$ cat src/rtl/lmac_acc.sv
// Q31 multiply-accumulate tail: saturating accumulation of len products, then
// Q15 round-to-nearest of the result, held until the consumer takes it.
module lmac_acc #(
  parameter int unsigned LEN_W = 8
) (
  input  logic             clk,
  input  logic             rst_n,
  input  logic             start,
  input  logic [LEN_W-1:0] len,
  input  logic             in_valid,
  input  logic [31:0]      in_prod,
  output logic             in_ready,
  output logic             out_valid,
  input  logic             out_ready,
  output logic [31:0]      out_acc,
  output logic [15:0]      out_q15,
  output logic             sat_flag
);

  localparam int unsigned ACC_W = 32;
  localparam int unsigned Q15_W = 16;

  typedef enum logic [1:0] {IDLE, ACCUM, DONE} state_t;

  state_t             state, state_nx;
  logic [ACC_W-1:0]   acc, acc_nx, out_acc_nx;
  logic [LEN_W-1:0]   cnt, cnt_nx;
  logic [Q15_W-1:0]   out_q15_nx;
  logic               sat_nx;
  logic [ACC_W:0]     sum_c;
  logic [ACC_W:0]     rnd_c;

  // Returns {clamped, result} for a signed 32-bit add clamped to the Q31 range.
  function automatic logic [ACC_W:0] sat_add(input logic [ACC_W-1:0] a,
                                             input logic [ACC_W-1:0] b);
    logic [ACC_W:0] s;
    s = {a[ACC_W-1], a} + {b[ACC_W-1], b};
    if (s[ACC_W] != s[ACC_W-1])
      return {1'b1, s[ACC_W] ? 32'h8000_0000 : 32'h7FFF_FFFF};
    return {1'b0, s[ACC_W-1:0]};
  endfunction

  assign sum_c = sat_add(acc, in_prod);
  assign rnd_c = sat_add(sum_c[ACC_W-1:0], 32'h0000_8000);

  always_ff @(posedge clk or negedge rst_n) begin
    if (!rst_n) state <= IDLE;
    else        state <= state_nx;
  end

  always_comb begin
    state_nx   = state;
    acc_nx     = acc;
    cnt_nx     = cnt;
    out_acc_nx = out_acc;
    out_q15_nx = out_q15;
    sat_nx     = sat_flag;
    case (state)
      IDLE: begin
        if (start) begin
          acc_nx = '0;
          sat_nx = 1'b0;
          if (len != '0) begin
            cnt_nx   = len;
            state_nx = ACCUM;
          end else begin
            cnt_nx     = '0;
            out_acc_nx = '0;
            out_q15_nx = '0;
            state_nx   = DONE;
          end
        end
      end
      ACCUM: begin
        if (in_valid && in_ready) begin
          acc_nx = sum_c[ACC_W-1:0];
          cnt_nx = cnt - LEN_W'(1);
          sat_nx = sat_flag | sum_c[ACC_W];
          // Final beat: publish result and its rounded Q15 form in the same edge.
          if (cnt == LEN_W'(1)) begin
            out_acc_nx = sum_c[ACC_W-1:0];
            out_q15_nx = rnd_c[ACC_W-1:ACC_W-Q15_W];
            sat_nx     = sat_flag | sum_c[ACC_W] | rnd_c[ACC_W];
            state_nx   = DONE;
          end
        end
      end
      DONE: begin
        if (out_ready) state_nx = IDLE;
      end
      default: state_nx = IDLE;
    endcase
  end

  // Handshake flags are decoded from the next state so they are registered.
  always_ff @(posedge clk or negedge rst_n) begin
    if (!rst_n) begin
      acc       <= '0;
      cnt       <= '0;
      in_ready  <= 1'b0;
      out_valid <= 1'b0;
      out_acc   <= '0;
      out_q15   <= '0;
      sat_flag  <= 1'b0;
    end else begin
      acc       <= acc_nx;
      cnt       <= cnt_nx;
      in_ready  <= (state_nx == ACCUM);
      out_valid <= (state_nx == DONE);
      out_acc   <= out_acc_nx;
      out_q15   <= out_q15_nx;
      sat_flag  <= sat_nx;
    end
  end

endmodule

$ cat config.mk
export PLATFORM = sky130hd
export DESIGN_NAME = lmac_acc
export DESIGN_NICKNAME = d
export VERILOG_FILES = /design/src/rtl/lmac_acc.sv
export SDC_FILE = /design/constraint.sdc
export NUM_CORES = 1
export LEC_CHECK = 0
export CAP_MARGIN = 15
export CORE_UTILIZATION = 40
export DETAILED_ROUTE_END_ITERATION = 7
export GPL_TIMING_DRIVEN = 0
export SYNTH_ARGS = -nofsm -noshare
export SYNTH_HDL_FRONTEND = slang
export SYNTH_SLANG_ARGS = --single-unit
$ cat constraint.sdc
create_clock -name clk -period 7.7 [get_ports clk]
set_input_delay 0.77 -clock clk [delete_from_list [all_inputs] [get_ports clk]]
set_output_delay 0.77 -clock clk [all_outputs]
set_load 0.02 [all_outputs]
==> flow_summary.toml <==
[timing]
clock.fmax_mhz = 160
hold_viol = 0
setup_viol = 0
setup_ws_ps = 1460
skew_ps = 10.5
rsz0062_at_grt = "no"
slew_headroom = 0.447
fin_crit_ps = 6240
fin_setup_tns_ps = 0
period_share = 0.810
tightest_slew_ps = 829
drv_slew = 0
hold_ws_ps = 401

[placement]
dp_hpwl_mm = 17.6
placement.cell_area_um2 = 8230
io_buffers = 95
pre_cts_ws_ps = 1180
gp_congestion = 0.933

[final_layout]
multi_input_area_um2 = 4340
finalInstanceArea_um2 = 8530
drive_above_1_share = 0.0910
seqCellArea_um2 = 2330
n_fill_cell = 1661
layout.nets = 1010
area_growth_syn_to_layout_pct = 22.6

[setup_path]
path_cells = "clkdlybuf4s50_1 > ha_1 > clkbuf_1 > nand4_1 > nor4_1 > and2_1 > a21boi_0 > o211ai_2 > mux2i_2 > a21o_1 > and2_1 > ha_1 > clkbuf_1 > nand2_1 > nor4_1 > nand4b_1 > a21oi_1 > xor2_1 > buf_6 > a32oi_2"
crit_type = "input pin to flip-flop"
cpMaxStageDelayCell = "mux2i_2"
cp-start-kind = "input pin"
crit_buf_inv = 4
cp_max_fo = 10
crit_required_ps = 7930
endpoint_kind = "flip-flop"
critPathArrivalTime_ps = 6470
worst_path_dominant_cell_family = "simple AND/OR/NAND/NOR gates"
worst_path_largest_cell_delay_ps = 630

[drt]
drt-initial-drc-count = 628
drcViolationCount = 0
avgViaCountPerCell = 5.85
drtAntennaViolNets = 0
drt_wl_total_mm = 22.9
num_vias = 6760
dr.pass1.iters = 6
wl_per_cell_um = 19.8

[clock_network]
clock-sinks = 93
hold_buffers = 0
clk_pin_slew_ps = 70
cts-htree-levels = 3
cts_buffers = 9
cts_buffer_depth = 2
cts_resized = 0
cts_tree = "done"
cts_root_buf = "clkbuf_16"
cts_setup_buffers = 0
clk_latency_ps = 360

[power_and_ir_drop]
leakage_uw = 0.00348
p_per_area_nw_per_um2 = 465
irDropWorstVdd_mv = 0.175

[global_routing]
overflow = 0
antenna_found_initial = 1
use_met1 = 0.392
grt_pass1_vias = 6400
grt-busiest-layer = "met1"
grt_max_degree = 51
grt_use_total = 0.261
use_met3 = 0.0355
met2_usage = 0.383
grt_pass1_wl_mm = 35.9

[logic_synthesis]
ys.flop_type = "dfrtp_1"
yosys-top-cells-area = "dfrtp_1, o21ai_0, ha_1, nand2_1, a21oi_1"
synth_fp_nets = 901
ys_ff_latch = 93
synth_top_area_share = 0.334
yosysWarnings = 0
synth_top_cell_by_area = "dfrtp_1"
synthDistinctLibCells = 84
synth_edf_count = 0
syn_avg_cell_area_um2 = 8.49
seq_area_frac_synth = 0.334
synth_area_um2 = 6960
syn_inst = 820
async_reset_ff_frac = 1.00

[min_path]
hp-class = "input pin to asynchronous set/reset pin"

[die]
die_area_um2 = 17900
die_w_um = 134
initial_core_util = 0.415
fp.dieH_um = 134
coreArea_um2 = 16800
rows = 47
io_pins = 96

[outcome]
outcome = "finished clean"

[flow_run]
cap_violations = 0
layout by cell type, fill, tap and decap left out, types with 15 or more instances in the layout:
cell type / n
nor2_1: 50
o21ai_0: 98
dfrtp_1: 93
ha_1: 35
clkdlybuf4s50_1: 94
a21o_1: 15
nand2_1: 111
nor3_1: 20
xnor2_1: 19
a21oi_1: 64
a22o_1: 20
inv_1: 17
clkbuf_1: 29
power by group:
part	switching [uW]	internal, uW
sequential	121	658
combinational	1720	992
clock	211	263
total	2060	1910
registers in the layout, indices dropped and copies added (netlist names):
signal,flops
out_valid,1
in_ready,1
acc,32
sat_flag,1
cnt,8
state,2
out_acc,32
out_q15,16
cells by family (layout without fill, tap and decap cells):
family                   after synthesis  count (layout)  synth area share
AO/OA/AOI/OAI                        312             312             0.307
XOR/XNOR                              30              30            0.0378
adder cells (fa/ha/maj)               36              36            0.0658
buffers and inverters                 65             179            0.0424
flip-flops                            93              93             0.334
multiplexers                          10              10            0.0158
other                                  0               1                 0
AND/OR/NAND/NOR                      274             274             0.197
per-stage QoR:
| stage | util | instances | total power [uW] |
|---|---|---|---|
| after floorplan | - | 820 | 2620 |
| after global routing | 0.509 | 1155 | 4260 |
| after CTS | 0.509 | 1154 | 3940 |
| final | 0.509 | 1155 | 3970 |
| after detailed placement | 0.491 | 1138 | 3450 |
| after global placement | 0.488 | 1135 | 3440 |
worst register-to-register path, stage by stage (launching register included):
cell      delay [ps]
dfrtp_1          440
ha_1             350
buf_2            230
nand4_1          160
nor4_1           480
and2_1           240
a21boi_0         580
o211ai_2         240
mux2i_2          640
a21o_1           290
and2_1           190
ha_1             140
clkbuf_1         310
nand2_1           90
nor4_1           180
nand4b_1         230
a21oi_1          340
xor2_1           270
buf_6            220
a32oi_2          110
path summary, 6_finish.rpt:
check | cells after the start | slack (ps) | startpoint | end
setup / recovery | 20 | 1460 | in_prod[30] | out_q15[9]
hold reg to reg | 1 | 480 | out_acc[31] | out_acc[31]
max in group asynchronous | 2 | 6640 | rst_n | out_acc[14]
setup reg to reg | 19 | 1840 | acc[24] | out_q15[9]
hold / removal | 1 | 400 | rst_n | cnt[3]
min in group clk | 1 | 480 | out_acc[31] | out_acc[31]
Yosys cell counts, types with 7 or more instances:
library cell / instances
dfrtp_1: 93
and2_1: 10
clkbuf_1: 28
and4_1: 8
a21oi_1: 64
o21ai_1: 9
a21o_1: 15
nor3_1: 20
nand2_1: 111
o21ai_0: 98
nand4_1: 12
xnor2_1: 19
xor2_1: 11
buf_2: 11
and3_1: 7
a22oi_2: 8
ha_1: 35
nor2_1: 50
a22o_1: 20
o211ai_1: 10
inv_1: 17
nand3_1: 10
layout make-up:
type,count,share of cell area
Timing Repair Buffer,98,0.116
Buffer,47,0.0267
Clock buffer,11,0.0285
Sequential cell,93,0.273
Tap cell,220,0.0323
Antenna cell,1,0.000293
Multi-Input combinational cell,662,0.509
Clock inverter,5,0.00675
Inverter,18,0.00792
per-layer routing:
| layer | routed length, um | vias to the layer above |
|---|---|---|
| li1 | - | 3283 |
| met2 | 9960 | 219 |
| met1 | 11200 | 3234 |
| met4 | 331 | 0 |
| met3 | 1460 | 24 |
| met5 | 0 | - |
Power figures use the tool's default switching activity.
